<file path="config.mk">
export PLATFORM = sky130hd
export DESIGN_NAME = uart_fifo_ctrl
export DESIGN_NICKNAME = d
export VERILOG_FILES = /design/src/rtl/uart_fifo_ctrl.sv
export SDC_FILE = /design/constraint.sdc
export NUM_CORES = 1
export LEC_CHECK = 0
export CAP_MARGIN = 20
export CORE_AREA = 2 2 207 209
export DETAILED_ROUTE_END_ITERATION = 6
export DIE_AREA = 0 0 209 211
export HOLD_SLACK_MARGIN = 0.02
export PLACE_DENSITY_LB_ADDON = 0.2
export SKIP_LAST_GASP = 1
export SLEW_MARGIN = 40
export SYNTH_ARGS = -nofsm -noshare
export SYNTH_HDL_FRONTEND = slang
export SYNTH_HIERARCHICAL = 1
export SYNTH_SLANG_ARGS = --single-unit
export TNS_END_PERCENT = 10
</file>
<file path="constraint.sdc">
create_clock -name clk -period 4.09 [get_ports clk]
set_input_delay 1.0225 -clock clk [delete_from_list [all_inputs] [get_ports clk]]
set_output_delay 1.0225 -clock clk [all_outputs]
set_load 0.02 [all_outputs]
</file>
<file path="src/rtl/uart_fifo_ctrl.sv">
// UART controller: 16x baud tick, TX/RX engines with optional parity, TX and RX
// FIFOs, sticky error flags and an echo path from RX into the TX FIFO.

module uart_fifo_ctrl_fifo #(
    parameter int DW = 8,
    parameter int AW = 4
) (
    input  logic          clk,
    input  logic          rst,
    input  logic          push_i,
    input  logic [DW-1:0] wdata_i,
    input  logic          pop_i,
    output logic [DW-1:0] rdata_o,
    output logic          full_o,
    output logic          empty_o
);
    localparam logic [AW:0] DEPTH = {1'b1, {AW{1'b0}}};

    logic [DW-1:0] mem_q [2**AW];
    logic [AW-1:0] wr_q, wr_d, rd_q, rd_d;
    logic [AW:0]   cnt_q, cnt_d;
    logic          push_ok_s, pop_ok_s;

    assign full_o    = (cnt_q == DEPTH);
    assign empty_o   = (cnt_q == '0);
    assign pop_ok_s  = pop_i && !empty_o;
    // A full FIFO still takes a push when a pop frees a slot in the same cycle.
    assign push_ok_s = push_i && (!full_o || pop_ok_s);
    assign rdata_o   = mem_q[rd_q];

    always_comb begin
        wr_d  = wr_q;
        rd_d  = rd_q;
        cnt_d = cnt_q;
        if (push_ok_s) begin
            wr_d = wr_q + 1'b1;
        end else begin
            wr_d = wr_q;
        end
        if (pop_ok_s) begin
            rd_d = rd_q + 1'b1;
        end else begin
            rd_d = rd_q;
        end
        if (push_ok_s && !pop_ok_s) begin
            cnt_d = cnt_q + 1'b1;
        end else if (pop_ok_s && !push_ok_s) begin
            cnt_d = cnt_q - 1'b1;
        end else begin
            cnt_d = cnt_q;
        end
    end

    always_ff @(posedge clk or negedge rst) begin
        if (!rst) begin
            wr_q  <= '0;
            rd_q  <= '0;
            cnt_q <= '0;
        end else begin
            wr_q  <= wr_d;
            rd_q  <= rd_d;
            cnt_q <= cnt_d;
        end
    end

    always_ff @(posedge clk) begin
        if (push_ok_s) begin
            mem_q[wr_q] <= wdata_i;
        end
    end
endmodule

module uart_fifo_ctrl #(
    parameter int CLK_FREQ   = 100_000_000,
    parameter int BAUD       = 9600,
    parameter int DATA_W     = 8,
    parameter int FIFO_AW    = 4,
    parameter int PARITY_EN  = 0,
    parameter int PARITY_ODD = 0
) (
    input  logic              clk,
    input  logic              rst,
    input  logic              rx,
    output logic              tx,
    input  logic              echo_en,
    input  logic              tx_wr,
    input  logic [DATA_W-1:0] tx_wdata,
    output logic              tx_full,
    output logic              tx_empty,
    output logic              tx_busy,
    output logic              tx_done,
    input  logic              rx_rd,
    output logic [DATA_W-1:0] rx_rdata,
    output logic              rx_empty,
    output logic              rx_full,
    output logic              rx_done,
    output logic              frame_err,
    output logic              parity_err,
    output logic              overrun,
    input  logic              err_clr
);
    localparam int DIV_RAW = CLK_FREQ / (BAUD * 16);
    localparam int DIV     = (DIV_RAW < 1) ? 1 : DIV_RAW;
    localparam int DCW     = (DIV > 1) ? $clog2(DIV) : 1;
    localparam logic [DCW-1:0] DIV_LAST = DCW'(DIV - 1);
    localparam int BCW     = $clog2(DATA_W);
    localparam logic [BCW-1:0] BIT_LAST = BCW'(DATA_W - 1);

    localparam logic [2:0] S_IDLE   = 3'd0;
    localparam logic [2:0] S_START  = 3'd1;
    localparam logic [2:0] S_DATA   = 3'd2;
    localparam logic [2:0] S_PARITY = 3'd3;
    localparam logic [2:0] S_STOP   = 3'd4;

    function automatic logic par_fn(input logic [DATA_W-1:0] d);
        par_fn = (^d) ^ (PARITY_ODD != 0);
    endfunction

    logic [DCW-1:0]    baud_cnt_q, baud_cnt_d;
    logic              tick_s;

    logic              tx_push_s, tx_pop_s, tx_full_s, tx_empty_s;
    logic [DATA_W-1:0] tx_push_data_s, tx_head_s;
    logic              rx_push_s, rx_full_s, rx_empty_s;

    logic [2:0]        tx_state_q, tx_state_d;
    logic [3:0]        tx_tcnt_q, tx_tcnt_d;
    logic [BCW-1:0]    tx_bcnt_q, tx_bcnt_d;
    logic [DATA_W-1:0] tx_sh_q, tx_sh_d;
    logic              tx_par_q, tx_par_d, tx_q, tx_d, tx_done_q, tx_done_d, tx_busy_q;

    logic              rx_m_q, rx_s_q;
    logic [2:0]        rx_state_q, rx_state_d;
    logic [3:0]        rx_tcnt_q, rx_tcnt_d;
    logic [BCW-1:0]    rx_bcnt_q, rx_bcnt_d;
    logic [DATA_W-1:0] rx_sh_q, rx_sh_d;
    logic              rx_par_q, rx_par_d, rx_end_s;
    logic              rx_par_ok_s, rx_good_s, dest_blocked_s;
    logic              rx_done_q, frame_err_q, frame_err_d, parity_err_q, parity_err_d;
    logic              overrun_q, overrun_d;

    assign tick_s     = (baud_cnt_q == DIV_LAST);
    assign baud_cnt_d = tick_s ? '0 : baud_cnt_q + 1'b1;

    // Echo mode steals the TX FIFO write port from the user.
    assign tx_push_s      = echo_en ? rx_good_s : tx_wr;
    assign tx_push_data_s = echo_en ? rx_sh_q : tx_wdata;
    assign rx_push_s      = rx_good_s && !echo_en;

    uart_fifo_ctrl_fifo #(.DW(DATA_W), .AW(FIFO_AW)) u_tx_fifo (
        .clk(clk), .rst(rst), .push_i(tx_push_s), .wdata_i(tx_push_data_s),
        .pop_i(tx_pop_s), .rdata_o(tx_head_s), .full_o(tx_full_s), .empty_o(tx_empty_s)
    );

    uart_fifo_ctrl_fifo #(.DW(DATA_W), .AW(FIFO_AW)) u_rx_fifo (
        .clk(clk), .rst(rst), .push_i(rx_push_s), .wdata_i(rx_sh_q),
        .pop_i(rx_rd), .rdata_o(rx_rdata), .full_o(rx_full_s), .empty_o(rx_empty_s)
    );

    // TX engine; a queued byte starts straight from the last stop tick so frames abut.
    always_comb begin
        tx_state_d = tx_state_q;
        tx_tcnt_d  = tx_tcnt_q;
        tx_bcnt_d  = tx_bcnt_q;
        tx_sh_d    = tx_sh_q;
        tx_par_d   = tx_par_q;
        tx_d       = tx_q;
        tx_done_d  = 1'b0;
        tx_pop_s   = 1'b0;
        case (tx_state_q)
            S_IDLE: begin
                tx_d = 1'b1;
                if (tick_s && !tx_empty_s) begin
                    tx_pop_s   = 1'b1;
                    tx_sh_d    = tx_head_s;
                    tx_par_d   = par_fn(tx_head_s);
                    tx_d       = 1'b0;
                    tx_tcnt_d  = 4'd0;
                    tx_state_d = S_START;
                end else begin
                    tx_state_d = S_IDLE;
                end
            end
            S_START, S_DATA, S_PARITY, S_STOP: begin
                if (tick_s && tx_tcnt_q != 4'd15) begin
                    tx_tcnt_d = tx_tcnt_q + 4'd1;
                end else if (tick_s) begin
                    tx_tcnt_d = 4'd0;
                    if (tx_state_q == S_START) begin
                        tx_bcnt_d  = '0;
                        tx_d       = tx_sh_q[0];
                        tx_state_d = S_DATA;
                    end else if (tx_state_q == S_DATA && tx_bcnt_q != BIT_LAST) begin
                        tx_bcnt_d = tx_bcnt_q + 1'b1;
                        tx_sh_d   = {1'b0, tx_sh_q[DATA_W-1:1]};
                        tx_d      = tx_sh_q[1];
                    end else if (tx_state_q == S_DATA && PARITY_EN != 0) begin
                        tx_d       = tx_par_q;
                        tx_state_d = S_PARITY;
                    end else if (tx_state_q != S_STOP) begin
                        tx_d       = 1'b1;
                        tx_state_d = S_STOP;
                    end else if (!tx_empty_s) begin
                        tx_done_d  = 1'b1;
                        tx_pop_s   = 1'b1;
                        tx_sh_d    = tx_head_s;
                        tx_par_d   = par_fn(tx_head_s);
                        tx_d       = 1'b0;
                        tx_state_d = S_START;
                    end else begin
                        tx_done_d  = 1'b1;
                        tx_d       = 1'b1;
                        tx_state_d = S_IDLE;
                    end
                end else begin
                    tx_tcnt_d = tx_tcnt_q;
                end
            end
            default: begin
                tx_d       = 1'b1;
                tx_state_d = S_IDLE;
            end
        endcase
    end

    // RX engine: sample mid-bit, leave at mid-stop so the next start edge is caught.
    always_comb begin
        rx_state_d = rx_state_q;
        rx_tcnt_d  = rx_tcnt_q;
        rx_bcnt_d  = rx_bcnt_q;
        rx_sh_d    = rx_sh_q;
        rx_par_d   = rx_par_q;
        rx_end_s   = 1'b0;
        case (rx_state_q)
            S_IDLE: begin
                if (!rx_s_q) begin
                    rx_tcnt_d  = 4'd0;
                    rx_state_d = S_START;
                end else begin
                    rx_state_d = S_IDLE;
                end
            end
            S_START: begin
                if (tick_s && rx_tcnt_q == 4'd7) begin
                    rx_tcnt_d  = 4'd0;
                    rx_bcnt_d  = '0;
                    rx_state_d = rx_s_q ? S_IDLE : S_DATA;
                end else if (tick_s) begin
                    rx_tcnt_d = rx_tcnt_q + 4'd1;
                end else begin
                    rx_tcnt_d = rx_tcnt_q;
                end
            end
            S_DATA, S_PARITY, S_STOP: begin
                if (tick_s && rx_tcnt_q == 4'd15) begin
                    rx_tcnt_d = 4'd0;
                    if (rx_state_q == S_DATA) begin
                        rx_sh_d = {rx_s_q, rx_sh_q[DATA_W-1:1]};
                        if (rx_bcnt_q != BIT_LAST) begin
                            rx_bcnt_d = rx_bcnt_q + 1'b1;
                        end else begin
                            rx_state_d = (PARITY_EN != 0) ? S_PARITY : S_STOP;
                        end
                    end else if (rx_state_q == S_PARITY) begin
                        rx_par_d   = rx_s_q;
                        rx_state_d = S_STOP;
                    end else begin
                        rx_end_s   = 1'b1;
                        rx_state_d = S_IDLE;
                    end
                end else if (tick_s) begin
                    rx_tcnt_d = rx_tcnt_q + 4'd1;
                end else begin
                    rx_tcnt_d = rx_tcnt_q;
                end
            end
            default: begin
                rx_state_d = S_IDLE;
            end
        endcase
    end

    assign rx_par_ok_s    = (PARITY_EN == 0) || (rx_par_q == par_fn(rx_sh_q));
    assign rx_good_s      = rx_end_s && rx_s_q && rx_par_ok_s;
    assign dest_blocked_s = echo_en ? (tx_full_s && !tx_pop_s)
                                    : (rx_full_s && !(rx_rd && !rx_empty_s));
    // Sticky flags: a new event in the clear cycle keeps the flag set.
    assign frame_err_d  = (frame_err_q && !err_clr) || (rx_end_s && !rx_s_q);
    assign parity_err_d = (parity_err_q && !err_clr) || (rx_end_s && !rx_par_ok_s);
    assign overrun_d    = (overrun_q && !err_clr) || (rx_good_s && dest_blocked_s);

    always_ff @(posedge clk or negedge rst) begin
        if (!rst) begin
            baud_cnt_q   <= '0;
            tx_state_q   <= S_IDLE;
            tx_tcnt_q    <= 4'd0;
            tx_bcnt_q    <= '0;
            tx_sh_q      <= '0;
            tx_par_q     <= 1'b0;
            tx_q         <= 1'b1;
            tx_done_q    <= 1'b0;
            tx_busy_q    <= 1'b0;
            rx_m_q       <= 1'b1;
            rx_s_q       <= 1'b1;
            rx_state_q   <= S_IDLE;
            rx_tcnt_q    <= 4'd0;
            rx_bcnt_q    <= '0;
            rx_sh_q      <= '0;
            rx_par_q     <= 1'b0;
            rx_done_q    <= 1'b0;
            frame_err_q  <= 1'b0;
            parity_err_q <= 1'b0;
            overrun_q    <= 1'b0;
        end else begin
            baud_cnt_q   <= baud_cnt_d;
            tx_state_q   <= tx_state_d;
            tx_tcnt_q    <= tx_tcnt_d;
            tx_bcnt_q    <= tx_bcnt_d;
            tx_sh_q      <= tx_sh_d;
            tx_par_q     <= tx_par_d;
            tx_q         <= tx_d;
            tx_done_q    <= tx_done_d;
            tx_busy_q    <= (tx_state_d != S_IDLE);
            rx_m_q       <= rx;
            rx_s_q       <= rx_m_q;
            rx_state_q   <= rx_state_d;
            rx_tcnt_q    <= rx_tcnt_d;
            rx_bcnt_q    <= rx_bcnt_d;
            rx_sh_q      <= rx_sh_d;
            rx_par_q     <= rx_par_d;
            rx_done_q    <= rx_end_s;
            frame_err_q  <= frame_err_d;
            parity_err_q <= parity_err_d;
            overrun_q    <= overrun_d;
        end
    end

    assign tx         = tx_q;
    assign tx_full    = tx_full_s;
    assign tx_empty   = tx_empty_s;
    assign tx_busy    = tx_busy_q;
    assign tx_done    = tx_done_q;
    assign rx_empty   = rx_empty_s;
    assign rx_full    = rx_full_s;
    assign rx_done    = rx_done_q;
    assign frame_err  = frame_err_q;
    assign parity_err = parity_err_q;
    assign overrun    = overrun_q;
endmodule

</file>
==> results by group, run 1 <==
Place
  – Pre-CTS setup slack: 0.262 ns
  – Final weighted congestion of routability-driven global placement: ~0.74
  – Detail Placement HPWL: 20100 um
  – Post-place instance area: around 0.016 mm2
  – Port-buffer cells: 33

Synth
  – Share of async-settable or async-resettable flops after synthesis: 0.240
  – Number of different library cells in the post-synthesis netlist: 67
  – Main area contributors after synthesis: edfxtp_1 53%, dfrtp_1 13%, mux4_2 5.0%, mux2i_1 4.8%, ha_1 2.2%
  – Post-synthesis area per instance: 15.9 um2
  – Number of nets in the synthesized netlist: 955
  – Synth Register Bits: 337
  – Area fraction of the dominant cell type after synthesis: 0.530
  – Synth area leader: edfxtp_1
  – Post-synth EDFFs: 256
  – Synth warn: 6
  – Cell area after synthesis: about 0.015 mm2
  – Gate count of the mapped netlist: 912
  – Top FF cell, synth: edfxtp_1
  – Part of the Yosys area used for sequential elements: 0.670

Worst setup path
  – Worst setup path category: flip-flop to primary output
  – Worst endpoint data arrival time: around 2.8 ns
  – Highest fanout seen on the critical path: 19
  – WP data required: slightly above 3 ns
  – Crit path launch type: flip-flop
  – Worst R2R Path Depth: 13
  – Worst Setup End Kind: primary output

Clock tree
  – Clock latency reported for the late side of the worst-skew pair: 0.55 ns
  – Num Clock Sinks: 337
  – CTS tree: done
  – Cell at the root of the clock tree: clkbuf_16
  – CTS Buffer Depth: 3
  – Worst-path clk slew: approximately 0.050 ns
  – Total clock buffers created by CTS: 39
  – Maximum level of the CTS H-tree: 2

STA
  – RSZ-0062 raised after global routing: false
  – Achievable clock frequency: 259 MHz
  – Worst hold-check slack: 0.354 ns
  – Transition time at the pin with the least slew margin: 0.820 ns
  – Worst setup skew after layout: 0.0254 ns
  – Min Clock Period, post-route: 3.86 ns
  – Min setup slack post-route: 0.228 ns
  – Setup-violating endpoint count in the final report: 0
  – Tcrit/Tclk final: 0.944
  – Setup TNS: 0 ns
  – Worst-case headroom to the max-slew limit: 0.454
  – Max-slew violation count: 0
  – Final hold violations: 0

GRT
  – Total global routing track utilization: 0.143
  – Antenna violations before repair: 0
  – Largest net degree at the start of global routing: 41
  – Number of global-route vias before repair: around 8000
  – First-pass GRT wire length: a little under 50000 um
  – Gr ovfl total: 0

Floorplan
  – Number of ports placed on the die boundary: 34
  – Die Outline Area: 0.0441 mm2
  – Die W: 209 um
  – Std-Cell Core Area: 0.0418 mm2
  – Effective utilization at floorplan: 0.348
  – Standard-cell row count: 75
  – Die extent in y: approximately 210 um

Pwr
  – Areal power density over the cells: 531 mW/mm2
  – Worst IR Drop VDD: 0.316 mV
  – Leakage: approximately 6.3 nW

Cells and area
  – Design Area, Final: 0.0169 mm2
  – Net total in the final layout: 1010
  – Antenna Cells: 0
  – Synthesis-to-finish area growth: 16.2%
  – Fraction of layout instances using a drive strength above 1: 0.174
  – Final core utilization: 0.404

Route
  – Wirelength, routed: 30700 um
  – Remaining number of nets flagged by the antenna check after routing: 0
  – Number of vias per cell: roughly 5.1
  – Starting DRC count in detailed routing: around 300
  – First drt pass iteration count: 7
  – Per-cell routed wire length: 20.0 um
  – Residual DRC count: 0
  – Vias post-DR: slightly below 8000

Outcome
  – Outcome: finished clean

Min path
  – Min-Delay Path Depth: 0
  – Worst min-delay path category: flip-flop to flip-flop

Flow run
  – Max_cap viols: 0
## power breakdown
part	switching [mW]	total, mW	internal, mW
Combinational	0.759	1.41	0.650
Clock	1.40	3.52	2.12
Sequential	0.182	4.01	3.83
## cells by family after synthesis
logic type                 after synthesis  share of synthesized area
AOI/OAI and AO/OA                      133                     0.0653
and+or+nand+nor                        182                     0.0749
adders and majority gates               28                     0.0252
buffers and inverters                   67                     0.0192
muxes                                  137                      0.129
xor gates and xnor gates                28                     0.0169
DFF                                    337                      0.670
## state kept, by name (all words and copies together), names as in the netlist, 4 cells and up
| name | count |
|---|---|
| u_rx_fifo/mem_q | 128 |
| u_tx_fifo/mem_q | 128 |
| baud_cnt_q | 10 |
| rx_sh_q | 8 |
| tx_sh_q | 8 |
| u_rx_fifo/cnt_q | 5 |
| u_tx_fifo/cnt_q | 5 |
| rx_tcnt_q | 4 |
| tx_tcnt_q | 4 |
| u_rx_fifo/rd_q | 4 |
| u_rx_fifo/wr_q | 4 |
| u_tx_fifo/rd_q | 4 |
| u_tx_fifo/wr_q | 4 |
## worst paths after layout
| check | to | slack [ns] | start |
|---|---|---|---|
| min in group asynchronous | tx_done$_DFF_PN0_ | 0.48 | rst |
| max | rx_rdata[4] | 0.23 | u_rx_fifo/rd_q[0]$_DFFE_PN0P_ |
| min | rx_s_q$_DFF_PN1_ | 0.35 | rx_m_q$_DFF_PN1_ |
| min reg2reg | rx_s_q$_DFF_PN1_ | 0.35 | rx_m_q$_DFF_PN1_ |
| max reg2reg | u_tx_fifo/cnt_q[4]$_DFFE_PN0P_ | 0.32 | baud_cnt_q[4]$_DFF_PN0_ |
| max in group asynchronous | rx_s_q$_DFF_PN1_ | 2.83 | rst |
## layout by cell type, fill, tap and decap left out, types with 15 or more instances in the layout
master and count:
a22oi_1 17, mux2_2 19, nand2_1 42, buf_4 19
mux4_2 32, a221oi_1 32, inv_1 24, mux2i_1 70
dfrtp_1 76, edfxtp_1 256, mux2_4 15, clkbuf_16 39
xnor2_1 24, and2_1 33, nor2_1 23, clkdlybuf4s50_1 32
ha_1 26, o21ai_0 35
## cells in the mapped netlist, types with 16 or more instances
master,n
a221oi_1,32
a22oi_1,17
and2_1,33
buf_2,16
clkbuf_1,24
dfrtp_1,78
edfxtp_1,256
ha_1,26
inv_1,24
mux2_2,19
mux2i_1,70
mux4_2,32
nand2_1,42
nor2_1,23
o21ai_0,35
xnor2_1,24
## timing repair
item	4_1_cts	5_1_grt
buffers inserted	0	0
endpoints found under the setup margin	0	6
resized for setup	0	1
hold buffers	0	0
## stage by stage
stage | total power, mW | std cells
after CTS | 9.07 | 1537
after global placement | 5.51 | 1465
after global routing | 9.35 | 1537
final | 8.95 | 1537
after floorplan | 4.97 | 912
after detailed placement | 5.51 | 1465
## metal layers
metal	routed length [um]	vias to the layer above	global-route usage	part of all wire
met5	0	-	0	0
met4	664	0	0.0419	0.022
met3	1050	40	0.0254	0.034
met2	14900	115	0.236	0.48
met1	14100	3995	0.193	0.46
li1	-	3656	-	-
## final cells by class
| cell class | count | area [um2] |
|---|---|---|
| Fill cell | 3801 | 24900 |
| Timing Repair Buffer | 55 | 543 |
| Clock inverter | 23 | 270 |
| Multi-Input combinational cell | 508 | 4520 |
| Tap cell | 539 | 674 |
| Sequential cell | 337 | 9720 |
| Clock buffer | 49 | 1030 |
| Inverter | 26 | 97.6 |
## critical path, stage by stage, from the launching register on
cell             delay (ns)
dfrtp_4                0.65
mux2i_1                0.18
a221oi_1               0.58
a22oi_1                0.19
nand2_1                0.11
clkdlybuf4s50_1        0.60
Power figures use the tool's default switching activity.
==> run 2: changes to the inputs <==
Settings changed: SKIP_LAST_GASP 1 to not set.
==> results of run 2 <==
No change in the layout: final DEF, timing and power equal those of run 1.
